$ cat src/rtl/max7219_serial_tx.sv
// MAX7219 serial transmitter: shifts one 16-bit frame MSB first on a
// divided serial clock, then pulses the load strobe so the driver latches it.
// All outputs are registered; the frame is captured once at accept.
module max7219_serial_tx #(
  parameter int HALF_PERIOD = 2  // serial clock half period in i_clk cycles, 1..255
) (
  input  logic        i_clk,
  input  logic        i_reset,
  input  logic [15:0] i_data,
  input  logic        i_valid,
  output logic        o_ready,
  output logic        o_serial_dout,
  output logic        o_serial_clk,
  output logic        o_serial_load,
  output logic        o_done
);

  // Half-period counter only has to reach HALF_PERIOD-1; keep at least one bit.
  localparam int CNT_W = (HALF_PERIOD > 1) ? $clog2(HALF_PERIOD) : 1;
  localparam logic [CNT_W-1:0] HP_LAST = CNT_W'(HALF_PERIOD - 1);

  typedef enum logic [1:0] {
    IDLE,
    SHIFT_LO,
    SHIFT_HI,
    LOAD
  } state_t;

  state_t           state_q, state_d;
  logic [15:0]      shift_q, shift_d;
  logic [3:0]       bit_q, bit_d;
  logic [CNT_W-1:0] hp_q, hp_d;
  logic             ready_q, ready_d;
  logic             dout_q, dout_d;
  logic             sclk_q, sclk_d;
  logic             load_q, load_d;
  logic             done_q, done_d;

  logic hp_end;
  assign hp_end = (hp_q == HP_LAST);

  // State and output registers; reset returns everything to an idle, empty frame.
  always_ff @(posedge i_clk) begin
    // NOTE: non-blocking assignments so every register samples pre-edge values.
    if (i_reset) begin
      state_q <= IDLE;
      shift_q <= '0;
      bit_q   <= '0;
      hp_q    <= '0;
      ready_q <= 1'b1;
      dout_q  <= 1'b0;
      sclk_q  <= 1'b0;
      load_q  <= 1'b0;
      done_q  <= 1'b0;
    end else begin
      state_q <= state_d;
      shift_q <= shift_d;
      bit_q   <= bit_d;
      hp_q    <= hp_d;
      ready_q <= ready_d;
      dout_q  <= dout_d;
      sclk_q  <= sclk_d;
      load_q  <= load_d;
      done_q  <= done_d;
    end
  end

  // Next-state and next-output logic for the shift/load sequence.
  always_comb begin
    // NOTE: every target gets a default first so no path can infer a latch.
    state_d = state_q;
    shift_d = shift_q;
    bit_d   = bit_q;
    hp_d    = hp_q;
    ready_d = ready_q;
    dout_d  = dout_q;
    sclk_d  = sclk_q;
    load_d  = load_q;
    done_d  = 1'b0;

    case (state_q)
      IDLE: begin
        if (i_valid) begin
          state_d = SHIFT_LO;
          shift_d = i_data;
          dout_d  = i_data[15];
          bit_d   = '0;
          hp_d    = '0;
          ready_d = 1'b0;
          sclk_d  = 1'b0;
        end
      end

      SHIFT_LO: begin
        if (hp_end) begin
          state_d = SHIFT_HI;
          hp_d    = '0;
          sclk_d  = 1'b1;
        end else begin
          hp_d = hp_q + 1'b1;
        end
      end

      SHIFT_HI: begin
        if (hp_end) begin
          hp_d   = '0;
          sclk_d = 1'b0;
          if (bit_q == 4'd15) begin
            // Last bit sampled: park data low and raise the latch strobe.
            state_d = LOAD;
            load_d  = 1'b1;
            dout_d  = 1'b0;
          end else begin
            // Data changes together with the falling serial clock.
            state_d = SHIFT_LO;
            shift_d = {shift_q[14:0], 1'b0};
            dout_d  = shift_q[14];
            bit_d   = bit_q + 4'd1;
          end
        end else begin
          hp_d = hp_q + 1'b1;
        end
      end

      LOAD: begin
        if (hp_end) begin
          state_d = IDLE;
          hp_d    = '0;
          bit_d   = '0;
          load_d  = 1'b0;
          done_d  = 1'b1;
          ready_d = 1'b1;
        end else begin
          hp_d = hp_q + 1'b1;
        end
      end

      default: begin
        state_d = IDLE;
        ready_d = 1'b1;
        sclk_d  = 1'b0;
        load_d  = 1'b0;
        dout_d  = 1'b0;
      end
    endcase
  end

  assign o_ready       = ready_q;
  assign o_serial_dout = dout_q;
  assign o_serial_clk  = sclk_q;
  assign o_serial_load = load_q;
  assign o_done        = done_q;

endmodule

$ cat config.mk
export PLATFORM = sky130hd
export DESIGN_NAME = max7219_serial_tx
export DESIGN_NICKNAME = d
export VERILOG_FILES = /design/src/rtl/max7219_serial_tx.sv
export SDC_FILE = /design/constraint.sdc
export NUM_CORES = 1
export LEC_CHECK = 0
export CORE_MARGIN = 2
export CORE_UTILIZATION = 25
export CTS_CLUSTER_SIZE = 16
export DETAILED_ROUTE_END_ITERATION = 7
export SETUP_SLACK_MARGIN = 0.5
export SLEW_MARGIN = 5
export SYNTH_ARGS = -nofsm -noshare
export SYNTH_HDL_FRONTEND = slang
export SYNTH_SLANG_ARGS = --single-unit
$ cat constraint.sdc
create_clock -name i_clk -period 3.2 [get_ports i_clk]
set_clock_uncertainty 0.2 [all_clocks]
set_input_delay 0.64 -clock i_clk [delete_from_list [all_inputs] [get_ports i_clk]]
set_output_delay 0.64 -clock i_clk [all_outputs]
set_load 0.02 [all_outputs]
# ---- After elaboration in Yosys (flattened, before gate mapping)
# Index checks and enable logic that the tools add are counted.
dict set report totals {
  ff_bits 27
  wordCells 67
}
dict set report op_classes {
  n_addsub 2
  eq_ne 10
  muxes 30
  bitwise 1
  n_reduce_logical 15
}
# operator count
set ops {}
lappend ops {{15-bit 2-to-1 mux} 3}
lappend ops {{15-bit case mux with 2 select lines} 1}
lappend ops {{4-bit 2-to-1 mux} 4}
lappend ops {{4-bit AND reduction} 4}
lappend ops {{2-bit != test (second input constant)} 6}
lappend ops {{4-bit case mux with 3 select lines} 1}
lappend ops {{1-bit 2-to-1 mux} 10}
lappend ops {{2-bit 2-to-1 mux} 5}
lappend ops {{1-bit case mux with 2 select lines} 4}
lappend ops {{2-bit case mux with 4 select lines} 1}
lappend ops {{3-bit AND reduction} 2}
lappend ops {{2-bit nonzero test} 3}
lappend ops {{3-bit nonzero test} 2}
lappend ops {{5-bit AND reduction} 1}
lappend ops {{4-bit by 1-bit adder with 4-bit output (second input constant)} 1}
lappend ops {{2-bit equality test (second input constant)} 2}
lappend ops {{4-bit equality test (second input constant)} 1}
lappend ops {{1-bit case mux with 3 select lines} 1}
lappend ops {{3-bit OR reduction} 1}
lappend ops {{2-bit by 1-bit equality test with 1-bit output (second input constant)} 1}
lappend ops {{2-bit logical NOT} 1}
lappend ops {{2-bit OR reduction} 1}
lappend ops {{1-bit adder (second input constant)} 1}
lappend ops {{1-bit inverter} 1}

# ---- Longest topological paths before layout
# Gate-level depths: netlist of run 1.
dict set report depth {
  depth_word 4
  mapped_depth 7
  depth_no_buf 5
}

# ---- Worst setup path after synthesis of run 1
# No wires, ideal clock.
dict set report synth_timing {
  path_type {reg-to-reg}
  startpoint {reg state_q[0]}
  endpoint {reg shift_q[10]}
  setup_ns 0.121
  arrival_ns 1.566
  required_time_ns 2.879
  path_slack_ns 1.312
  path_stages_with_launch 7
  n_path_buf 1
  synth_period_minus_slack_ns 1.888
  path_cell_list {dfxtp_1 > inv_1 > ha_1 > nand4_1 > o2111ai_4 > buf_8 > mux2_4}
}
dict set report synth_via {
  elab_chain_len 3
  word_cells_on_any_way 8
  cone_classes {eq/ne (4); mux (1); reduce/logical (3)}
}
# element line_no
set synth_lines {}
lappend synth_lines {{start, declared} 29} ;# state_t state_q, state_d;
lappend synth_lines {{start signal, assigned} 56} ;# state_q <= state_d;
lappend synth_lines {{2-bit equality test or 2-bit logical NOT (tied branches)} 81} ;# case (state_q)
lappend synth_lines {{2-bit != test (no source line) or 2-bit nonzero test (tied branches)} --}
lappend synth_lines {{4-bit AND reduction (no source line)} --}
lappend synth_lines {{end signal, assigned} 57} ;# shift_q <= shift_d;
lappend synth_lines {{end, declared} 30} ;# logic [15:0] shift_q, shift_d;
# Several ways; a longest one is shown, not always the timed one.
# A chain may end at the register's enable or synchronous reset.

# ---- Final worst setup path of run 1
dict set report layout_timing {
  startpoint {in i_valid}
  endpoint {reg shift_q[3]}
}
dict set report layout_via {
  elab_chain_len 2
}
# element line_no
set layout_lines {}
lappend layout_lines {{start, declared} 10} ;# input logic i_valid,
lappend layout_lines {{2-bit != test (no source line)} --}
lappend layout_lines {{4-bit AND reduction (no source line)} --}
# No other way between the ends.

==> impl_metrics.env, run 1 <==
export IMPL_fin_area_um2=1882
export IMPL_worstSetupPathType="input pin to register"
export IMPL_wire_per_inst_um=12.08
export IMPL_synth_nets=186
export IMPL_io_pin_count=24
export IMPL_grt_max_degree=40
export IMPL_synth_area_per_cell_um2=9.720
export IMPL_rsz0062_at_grt="no"
export IMPL_synth_area_leader_cell="dfxtp_1"
export IMPL_core_area_um2=5956
export IMPL_fin_crit_ns=2.346
export IMPL_synth_area_leaders="dfxtp_1, mux2i_1, mux2_4"
export IMPL_dieArea_um2=6868
export IMPL_min_to="shift_q[0]"
export IMPL_nNetsFinal=207
export IMPL_seq_area_frac_synth=0.3475
export IMPL_hold_start="shift_q[0]"
export IMPL_routed_wl_mm=3.080
export IMPL_multi_input_area_um2=933.4
export IMPL_regArea_um2=540.5
export IMPL_hold_ws_ns=0.2733
export IMPL_drive_above_1_share=0.1444
export IMPL_grt_usage=0.09153
export IMPL_fin_util=0.3160
export IMPL_dp_cells=251
export IMPL_grt_antenna_before_repair=0
export IMPL_io_buffer_count=23
export IMPL_seqPwrFrac=0.354
export IMPL_p_clk_frac=0.135
export IMPL_ant_nets=0
export IMPL_final_hold_violation_count=0
export IMPL_ff2ff_path_depth=5
export IMPL_fin_setup_tns_ns=0
export IMPL_initial_core_util=0.2611
export IMPL_internal_power_mw=0.9156
export IMPL_cp_end_kind="register"
export IMPL_synth_most_common_cell="dfxtp_1"
export IMPL_root_buffer="clkbuf_8"
export IMPL_clock_path_buffers=2
export IMPL_placed_cell_area_um2=1836
export IMPL_die_h_um=82.88
export IMPL_rrSetupSlack_ns=0.88
export IMPL_ctsHoldBuffers=0
export IMPL_dr_pass1_iters=4
export IMPL_r2r_end="shift_q[3]"
export IMPL_async_reset_ff_frac=0
export IMPL_ys_top_cells_by_count="dfxtp_1, nor2_1, mux2i_1, nor2b_1, mux2_4"
export IMPL_setup_viol=0
export IMPL_finalCritPeriodShare=0.7331
export IMPL_hold_depth=2
export IMPL_reg2reg_from="state_q[1]"
export IMPL_critPathRequiredTime_ns=3.16
export IMPL_critPathMaxFanout=15
export IMPL_relSlewSlack=0.5465
export IMPL_p_total_mw=1.448
export IMPL_grt_ovfl_total=0
export IMPL_setup_ws_ns=0.8541
export IMPL_rows=28
export IMPL_power_switching_mw=0.5327
export IMPL_hpwl_mm=2.157
export IMPL_place_congestion=0.7983
export IMPL_route_vias_total=1204
export IMPL_drv_slew=0
export IMPL_outcome="complete, no violations"
export IMPL_netlist_area_um2=1555
export IMPL_clk_latency_ns=0.27
export IMPL_power_density_nw_per_um2=769.6
export IMPL_cts_tree="built"
export IMPL_critical_path_arrival_ns=2.31
export IMPL_startpoint_type="input pin"
export IMPL_clkTransAtPathRegs_ns=0.09
export IMPL_holdCritPathClass="register to register"
export IMPL_synthCells=160
export IMPL_dieWidth_um=82.88
export IMPL_ys_ff_latch=27
export IMPL_leakagePower_nw=0.7073
export IMPL_synth_cell_types=37
export IMPL_postCtsSetupBuffers=0
export IMPL_numCtsBuffers=3
export IMPL_synth_edff_count=0
export IMPL_cap_violations=0
export IMPL_grt_pass1_vias=1212
export IMPL_power_frac_comb=0.511
export IMPL_htree_levels=1
export IMPL_remaining_drc_errors=0
export IMPL_grt_first_pass_wirelength_mm=5.375
export IMPL_place_ws_ns=0.5466
export IMPL_peakVddDrop_mv=0.2306
export IMPL_synth_top_area_frac=0.3475
export IMPL_sw_frac_of_total=0.3678
export IMPL_syn_to_final_growth_pct=21.00
export IMPL_drt_iter0_markers=87
export IMPL_via_per_inst=4.722
export IMPL_critPathSlowestCell="clkdlybuf4s50_1"
export IMPL_crit_chain="clkdlybuf4s50_1 -> nand2b_2 -> o2111ai_4 -> mux2_1"
export IMPL_n_antenna_cell=0
export IMPL_ctsResizeCount=0
export IMPL_n_fill_cell=643
export IMPL_ys_warnings_count=0
export IMPL_cpPeakStageDelay_ns=0.49
export IMPL_cts_sinks=27
export IMPL_worst_slew_pin_slew_ns=0.6800
export IMPL_stdcell_count=255
export IMPL_fmax_mhz=426.3
export IMPL_synthFlopType="dfxtp_1"
## cell type report
| class | count | share of cell area |
|---|---|---|
| multi-input combinational | 118 | 0.4960 |
| clock buffer | 3 | 0.02194 |
| tap | 75 | 0.04987 |
| timing repair buffer | 25 | 0.1303 |
| sequential | 27 | 0.2872 |
| inverter | 6 | 0.01197 |
| clock inverter | 1 | 0.002660 |
## cell families after synthesis
| kind of cell | after synthesis | share of synthesized area |
|---|---|---|
| buffers and inverters | 15 | 0.05229 |
| muxes | 30 | 0.2269 |
| AOI/OAI and AO/OA | 25 | 0.1271 |
| DFF | 27 | 0.3475 |
| adders and majority gates | 7 | 0.05631 |
| and+or+nand+nor | 56 | 0.1899 |
## worst max-delay path, delay by kind of cell
family,cells,cell delay (ns)
buffers and inverters,1,0.49
muxes,1,0.44
AOI/OAI and AO/OA,1,0.41
and+or+nand+nor,1,0.32
## how the worst max path moves through the flow
| stage | start | end | cells after the start |
|---|---|---|---|
| 3_3_place_gp | i_valid | shift_q[3] | 4 |
| 4_1_cts | i_valid | shift_q[3] | 4 |
| 2_1_floorplan | state_q[0] | shift_q[10] | 6 |
| 3_5_place_dp | i_valid | shift_q[3] | 4 |
| 5_1_grt | state_q[1] | shift_q[3] | 5 |
| 6_report | i_valid | shift_q[3] | 4 |
## state kept, by name (all words and copies together), names as in the netlist
register / flops
bit_q: 4
hp_end: 1
o_done: 1
o_ready: 1
o_serial_clk: 1
o_serial_dout: 1
o_serial_load: 1
shift_q: 15
state_q: 2
## per-layer routing
layer	global-route usage	share of wire
met2	0.1584	0.48
met3	0.01491	0.018
met1	0.1111	0.48
met5	0	0
met4	0.04024	0.028
## cell usage in the layout, fill, tap and decap left out, drive strengths merged, types with 3 or more instances in the layout
cell / n
clkdlybuf4s50: 23
mux2: 15
nor2b: 15
clkbuf: 3
inv: 6
mux2i: 15
a21oi: 6
and3: 4
dfxtp: 27
a311oi: 3
ha: 7
nand2: 8
nand2b: 4
nor2: 16
nand4: 3
## power by group through the flow
stage	Clock (mW)	Sequential [mW]	Combinational, mW
after floorplan	0	0.508	0.640
after global placement	0	0.518	0.734
after detailed placement	0	0.520	0.745
after CTS	0.202	0.514	0.748
after global routing	0.214	0.531	0.822
final	0.195	0.513	0.740
(Power assumes the default switching activity.)
==> run 2: changes to the inputs <==
clock period = 2.3 ns   (was 3.2 ns; I/O delays follow)
==> run 2 against run 1 <==
- cell area increased by 12%
- via count grew 3.2%
- first-iteration DRC count is 14% higher
- routed wire length grew 12%
- clock power increased by 45%
- final cell count up 4.3%
- critical path depth increased by 2
==> impl_metrics.env, run 2 (synthesis results as in run 1) <==
export IMPL_syn_to_final_growth_pct=34.92
export IMPL_wl_met1_mm=1.698
export IMPL_power_frac_comb=0.579
export IMPL_clk_latency_ns=0.28
export IMPL_met2_length_mm=1.689
export IMPL_seqPwrFrac=0.304
export IMPL_startpoint_type="register"
export IMPL_crit_chain="inv_6 -> ha_4 -> buf_12 -> o2111ai_4 -> clkbuf_16 -> mux2_4"
export IMPL_place_ws_ns=0.03792
export IMPL_cap_violations=0
export IMPL_drt_iter0_markers=99
export IMPL_clock_path_buffers=2
export IMPL_io_pin_count=24
export IMPL_route_vias_total=1243
export IMPL_largest_register_ffs=15
export IMPL_cts_sinks=27
export IMPL_n_antenna_cell=0
export IMPL_htree_levels=1
export IMPL_p_clk_frac=0.117
export IMPL_place_congestion=0.7989
export IMPL_n_fill_cell=625
export IMPL_grt_first_pass_wirelength_mm=5.871
export IMPL_final_hold_violation_count=0
export IMPL_drv_slew=0
export IMPL_wire_per_inst_um=13.01
export IMPL_cpPeakStageDelay_ns=0.39
export IMPL_relSlewSlack=0.7910
export IMPL_rrSetupSlack_ns=0.50
export IMPL_fin_util=0.3523
export IMPL_root_buffer="clkbuf_8"
export IMPL_critical_path_arrival_ns=1.77
export IMPL_grt_ovfl_total=0
export IMPL_numCtsBuffers=3
export IMPL_critPathMaxFanout=7
export IMPL_grt_antenna_before_repair=0
export IMPL_fin_crit_ns=1.799
export IMPL_critPathRequiredTime_ns=2.27
export IMPL_placed_cell_area_um2=1879
export IMPL_ant_nets=0
export IMPL_dieArea_um2=6868
export IMPL_dr_pass1_iters=4
export IMPL_worstSetupPathType="register to register"
export IMPL_largest_register="shift_q"
export IMPL_via_per_inst=4.673
export IMPL_rows=28
export IMPL_outcome="complete, no violations"
export IMPL_rsz0062_at_grt="yes"
export IMPL_peakVddDrop_mv=0.3895
export IMPL_critPathSlowestCell="dfxtp_4"
export IMPL_largest_registers="shift_q x15, bit_q x4, state_q x2"
export IMPL_remaining_drc_errors=0
export IMPL_finalCritPeriodShare=0.7823
export IMPL_setup_viol=0
export IMPL_sw_frac_of_total=0.3580
export IMPL_cts_tree="built"
export IMPL_grt_usage=0.1008
export IMPL_cp_end_kind="register"
export IMPL_setup_ws_ns=0.5006
export IMPL_met3WireLength_um=57
export IMPL_dp_cells=253
export IMPL_worst_slew_pin_slew_ns=0.3092
export IMPL_grt_pass1_vias=1262
export IMPL_core_area_um2=5956
export IMPL_critical_path_top_delay_family="flip-flops"
export IMPL_power_switching_mw=0.8653
export IMPL_fin_setup_tns_ns=0
export IMPL_power_density_nw_per_um2=1152
export IMPL_fmax_mhz=555.8
export IMPL_nNetsFinal=218
export IMPL_initial_core_util=0.2611
export IMPL_top_layer="met4"
export IMPL_drive_above_1_share=0.2408
export IMPL_internal_power_mw=1.551
export IMPL_hpwl_mm=2.217
export IMPL_holdCritPathClass="register to register"
export IMPL_layout_common_cells="dfxtp_1, clkdlybuf4s50_1, nor2_1"
export IMPL_leakagePower_nw=0.8232
export IMPL_clkTransAtPathRegs_ns=0.10
export IMPL_grt_max_degree=40
export IMPL_path_buf_inv=3
export IMPL_fin_area_um2=2098
export IMPL_ctsHoldBuffers=0
export IMPL_final_common_cell="dfxtp_1"
export IMPL_die_h_um=82.88
export IMPL_dieWidth_um=82.88
export IMPL_io_buffer_count=23
export IMPL_routed_wl_mm=3.461
export IMPL_stdcell_count=266
==> run 2: changes by cell type in the layout (fill, tap and decap cells not counted), moves of 3 or more <==
| cell | previous run | this run |
|---|---|---|
| mux2_4 | 9 | 14 |
| buf_4 | 2 | 8 |
| clkdlybuf4s50_1 | 23 | 17 |
| ha_4 | 0 | 3 |
| buf_12 | 0 | 4 |
| dlygate4sd2_1 | 0 | 6 |
| ha_1 | 7 | 4 |
| mux2_2 | 4 | 1 |
==> run 2: final timing paths <==
| path | from | to | depth (start not counted) |
|---|---|---|---|
| max | state_q[0] | shift_q[9] | 6 |
| min | shift_q[0] | shift_q[0] | 2 |
| min reg2reg | shift_q[0] | shift_q[0] | 2 |
| max reg2reg | state_q[0] | shift_q[9] | 6 |
==> run 2: stage by stage <==
step	power, mW	hold slack, ns
3_3_place_gp	1.788	0.2546
2_1_floorplan	1.622	0.2377
5_1_grt	2.575	0.3107
4_1_cts	2.359	0.2748
3_5_place_dp	1.804	0.2609
6_report	2.417	0.2790
==> run 2: area by class of cell <==
cell class,instances,area (um2),share of cell area
multi-input combinational,118,994.7,0.4741
sequential,27,548.0,0.2612
timing repair buffer,36,387.9,0.1849
tap,75,93.84,0.04472
clock buffer,3,41.29,0.01968
inverter,6,27.53,0.01312
clock inverter,1,5.005,0.002385
==> run 2: routing by layer <==
metal / vias to the layer above / GRT usage
met2: 11 / 0.1716
met5: - / 0
met4: 0 / 0.03130
met1: 594 / 0.1311
li1: 636 / -
met3: 2 / 0.01491
==> run 2: tightest hold or removal path: cells and delay by family, from the launching register on <==
kind / cells / cell delay [ns]
mux: 1 / 0.06
simple gates: 1 / 0.06
flops: 1 / 0.33
==> run 2: power groups by stage <==
stage	combinational [mW]	sequential (mW)	clock, mW
floorplan	0.910	0.712	0
global placement	1.06	0.728	0
detailed placement	1.08	0.727	0
CTS	1.34	0.732	0.287
global route	1.51	0.756	0.306
finish	1.40	0.734	0.282
==> run 2: repair_timing <==
item                                   in CTS  in global routing
gates cloned                                1                  0
resized for setup                          16                 10
setup endpoints to repair                  24                 16
setup buffers                               6                  2
pin swaps                                   3                  1
endpoints found under the hold margin       0                  0
==> RTL edit 1: new RTL, flow settings as in run 2 <==
Set the parameter `HALF_PERIOD` to 4 (it was 2).
--- a/src/rtl/max7219_serial_tx.sv
+++ b/src/rtl/max7219_serial_tx.sv
@@ -2,7 +2,7 @@
 // divided serial clock, then pulses the load strobe so the driver latches it.
 // All outputs are registered; the frame is captured once at accept.
 module max7219_serial_tx #(
-  parameter int HALF_PERIOD = 2  // serial clock half period in i_clk cycles, 1..255
+  parameter int HALF_PERIOD = 4  // serial clock half period in i_clk cycles, 1..255
 ) (
   input  logic        i_clk,
   input  logic        i_reset,
Check against the original RTL: not equivalent (Yosys sat finds a counterexample within 4 cycles, from zero or initial values and one cycle with i_reset high).
==> RTL edit 1 against run 2 <==
- sequential cell count rose by 1
- setup slack improved by 0.038 ns
- power is 2.1% higher
- maximum frequency rose by 2.2%
- global-route usage about the same
- routed wire length down 2.6%
- synthesized area shrank 1.3%
- final area rose by 0.36%
- critical path type unchanged
==> RTL edit 1: results (changes against run 2) <==
[run_status]
status=finished clean

[clocking]
post_cts_buffers=0  ; -6
post_cts_resized=15  ; -1

[drt]
num_vias=1282  ; +3.1%
drt_iter0_markers=76  ; -23%
drt-wirelength-per-cell_um=12.8  ; -1.5%
wl_met1_um=1580  ; -7.0%
wl_met3_um=80  ; +40%
first_pass_iters=4  ; unchanged

[synth]
synthTopCellsByCount=dfxtp_1, a21oi_1, mux2i_1, ha_1, a211oi_2
ys_seq_area_share_pct=36.5  ; +1.8 points
synth_cell_type_count=39  ; +5.4%
synthTopCellsByArea=dfxtp_1, mux2i_1, ha_1
syn_nets=188  ; +1.1%

[global_route]
use_met1_pct=13.1  ; +0.018 points
grtUsageMet2_pct=15.9  ; -1.3 points
grt_use_total_pct=10.1  ; about the same
grt_max_degree=30  ; -25%
grt_pass1_wl_um=5250  ; -11%
met3_usage_pct=2.28  ; +0.79 points
grt_pass1_vias=1137  ; -9.9%

[layout]
top_regs=shift_q x15, bit_q x4
clock_area_share_pct=3.39  ; +1.2 points
seq_cells=28  ; +3.7%
multiInputGateArea_um2=1000  ; +0.88%
fillers=590  ; -5.6%
regArea_um2=577  ; +5.3%
num-multi-input-gates=119  ; +0.85%
nonClockInverterCount=4  ; -2
buf_share_pct=16.3  ; -2.2 points
drive_gt1_share_pct=26.6  ; +2.5 points

[hold_path]
hold_depth=2  ; unchanged
hold_class=flop to flop

[timing]
hold_viol=0  ; unchanged
holdWs_ns=0.288  ; +0.00860 ns

[pwr]
p_leak_uw=0.000758  ; -7.9%
ir_worst_vdd_mv=0.482  ; +24%

[place]
dp_hpwl_um=2230  ; +0.35%
gp_congestion=0.720  ; -9.9%
pre_cts_ws_ns=0.158  ; +0.120 ns

[critical_path]
r2r_setup_slack_ns=0.54  ; +0.04 ns
crit-reg2reg-capture=bit_q[3]
path_class=flop to flop
crit_family=compound AO/OA/AOI/OAI gates
worstPathMaxFanout=8  ; +1
r2r_start=state_q[1]

-- RTL edit 1: cell count changes in the layout (fill, tap and decap cells not counted), moves of 6 or more --
| cell | run 2 | this run |
|---|---|---|
| mux2_4 | 14 | 1 |
| nor2b_1 | 15 | 3 |
| nor2_1 | 16 | 5 |
| a211oi_2 | 0 | 10 |
| a21oi_1 | 6 | 24 |
| nor3_1 | 0 | 6 |
-- RTL edit 1: power by group --
group / total [uW] / leakage [uW] / switching (uW) / internal (uW)
registers: 787 / 0.000234 / 118 / 669
clock network: 398 / 0.0000357 / 164 / 233
logic: 1280 / 0.000489 / 650 / 633
-- RTL edit 1: worst max-delay path by stage --
stage	end	slack [ns]	cells after the start
2_1_floorplan	shift_q[10]	0.51	8
3_3_place_gp	state_q[1]	0.19	5
3_5_place_dp	bit_q[3]	0.16	5
4_1_cts	bit_q[3]	0.48	6
5_1_grt	shift_q[10]	0.47	7
6_report	bit_q[3]	0.54	6
-- RTL edit 1: cells by family (layout without fill, tap and decap cells) --
logic type / after synthesis / in the layout / synth area share (%)
muxes: 16 / 16 / 10.6
and+or+nand+nor: 39 / 40 / 14.8
DFF: 28 / 28 / 36.5
buffers and inverters: 13 / 41 / 4.64
AOI/OAI and AO/OA: 53 / 53 / 25.3
adders and majority gates: 10 / 10 / 8.15
-- RTL edit 1: stage by stage --
| stage | instances | cell area, um2 | utilization (%) |
|---|---|---|---|
| 6_report | 263 | 2110 | 35.6 |
| 5_1_grt | 263 | 2110 | 35.6 |
| 4_1_cts | 257 | 1960 | 33.1 |
| 3_5_place_dp | 253 | 1860 | 31.4 |
| 3_3_place_gp | 253 | 1860 | 31.4 |
| 2_1_floorplan | 159 | 1540 | - |
==> RTL edit 2: new RTL, config.mk and constraints of run 2 <==
Without the edit above. `shift_q` no longer has a reset.
--- a/src/rtl/max7219_serial_tx.sv
+++ b/src/rtl/max7219_serial_tx.sv
@@ -44,7 +44,6 @@
     // NOTE: non-blocking assignments so every register samples pre-edge values.
     if (i_reset) begin
       state_q <= IDLE;
-      shift_q <= '0;
       bit_q   <= '0;
       hp_q    <= '0;
       ready_q <= 1'b1;
@@ -54,7 +53,6 @@
       done_q  <= 1'b0;
     end else begin
       state_q <= state_d;
-      shift_q <= shift_d;
       bit_q   <= bit_d;
       hp_q    <= hp_d;
       ready_q <= ready_d;
@@ -63,6 +61,10 @@
       load_q  <= load_d;
       done_q  <= done_d;
     end
+  end
+
+  always_ff @(posedge i_clk) begin
+    shift_q <= shift_d;
   end
 
   // Next-state and next-output logic for the shift/load sequence.
Check against the original RTL: no difference found for any inputs over 10 cycles, from zero or initial values and one cycle with i_reset high; that may be too few to reach the edited logic, so the function may still have changed.
==> RTL edit 2 against run 2 <==
- sequential cell count unchanged
- synthesized area decreased by 20%
- setup slack improved by 0.095 ns
- highest routed layer unchanged
- global-route usage decreased by 0.84 points
- worst hold slack improved by 0.045 ns
- first-iteration DRC count decreased by 20%
- routed wire length decreased by 33%
- final area decreased by 23%
- largest cell class is now sequential cells
Power is not compared: it rests on default switching activity, and its combinational part moved more than twofold at a synthesized area within 25%.
==> RTL edit 2: results (changes against run 2) <==
[layout]
antenna_cells=0  ; unchanged
fin_nets=147  ; -33%
drive_gt1_share_pct=21.4  ; -2.7 points

[synth]
ys.flop_type=edfxtp_1
yosys_warnings=0  ; unchanged
synthTopCellsByCount=edfxtp_1, mux2_2, a21oi_1, dfxtp_1
syn_nets=122  ; -34%
ys_seq_area_share_pct=55.6  ; +21 points
synthTopCellsByArea=edfxtp_1, dfxtp_1, mux2_2
synth_edf_count=15  ; +15
syn_area_per_cell_um2=12.2  ; +25%
synth_cell_type_count=34  ; -8.1%

[clocking]
tritoncts.num_buffers=3  ; unchanged
root_buffer=clkbuf_8
path_clk_slew_ns=0.09
post_cts_buffers=0  ; -6

[global_route]
grt_max_degree=22  ; -45%
grt_pass1_vias=818  ; -35%
grt_pass1_wl_um=3840  ; -35%
antenna_found_initial=0  ; unchanged
grt_use_total_pct=9.24  ; -0.84 points

[drt]
drt_iter0_markers=79  ; -20%
drt_wl_total_um=2330  ; -33%
first_pass_iters=5  ; +1
viasPerCell=4.50  ; -3.8%
num_vias=868  ; -30%

[pwr]
swShare_pct=22.7
p_leak_uw=0.000564
ir_worst_vdd_mv=0.306

[hold_path]
hold_class=flop to flop

[place]
dp_cells=189  ; -25%
dp_hpwl_um=1650  ; -26%
gp_congestion=0.844  ; +5.6%

[run_status]
status=finished clean

[timing]
relSlewSlack_pct=67.7  ; -11 points

[critical_path]
worstPathMaxFanout=15  ; +8
arrival_ns=1.49  ; -0.28 ns

## RTL edit 2: layout make-up
type	instances	area, um2
Clock buffer	4	45.0
Fill cell	480	3150
Inverter	1	3.75
Multi-Input combinational cell	68	522
Sequential cell	27	696
Tap cell	67	83.8
Timing Repair Buffer	26	258
## RTL edit 2: power by group through the flow
stage / clock (uW) / sequential [uW] / combinational [uW]
floorplan: 0 / 574 / 77.0
global placement: 0 / 577 / 134
detailed placement: 0 / 579 / 139
CTS: 284 / 568 / 136
global route: 304 / 572 / 147
finish: 266 / 567 / 134
## RTL edit 2: routing by layer
layer	vias to the layer above	GRT usage (%)	wire length (um)
li1	425	-	-
met1	401	11.5	1000
met2	36	15.2	1080
met3	6	3.39	201
met4	0	2.38	37
met5	-	0	0
## RTL edit 2: worst max-delay path, cell delays in order (launching register included)
cell and delay, ns:
dfxtp_1 0.35, ha_1 0.26, and3_1 0.26, a21oi_4 0.18
buf_12 0.16
## RTL edit 2: cells by family (layout without fill, tap and decap cells)
logic type                 count (synthesis)  after routing  synth area share [%]
and+or+nand+nor                           30             30                  15.2
muxes                                     14             14                  12.7
DFF                                       27             27                  55.6
AOI/OAI and AO/OA                         23             23                  12.2
buffers and inverters                      7             31                  3.23
adders and majority gates                  1              1                  1.01
## RTL edit 2: final timing paths
| check | from | to | slack [ns] | cells past startpoint |
|---|---|---|---|---|
| setup / recovery | bit_q[0] | shift_q[8] | 0.60 | 4 |
| hold / removal | o_serial_clk | o_serial_clk | 0.32 | 2 |
| setup reg to reg | bit_q[0] | shift_q[8] | 0.60 | 4 |
| hold reg to reg | o_serial_clk | o_serial_clk | 0.32 | 2 |
## RTL edit 2: metrics by stage
step | setup WS [ns] | util, % | area, um2 | total power [uW]
floorplan | 0.610 | - | 1250 | 651
global placement | 0.196 | 32.9 | 1570 | 711
detailed placement | 0.159 | 32.9 | 1570 | 718
CTS | 0.531 | 33.7 | 1600 | 988
global route | 0.510 | 33.8 | 1610 | 1020
finish | 0.596 | 33.8 | 1610 | 967
## RTL edit 2: what timing repair did
action,4_1_cts,5_1_grt
endpoints found under the setup margin,38,15
gates resized for setup,7,2
hold buffers,0,0
hold endpoints to repair,0,0
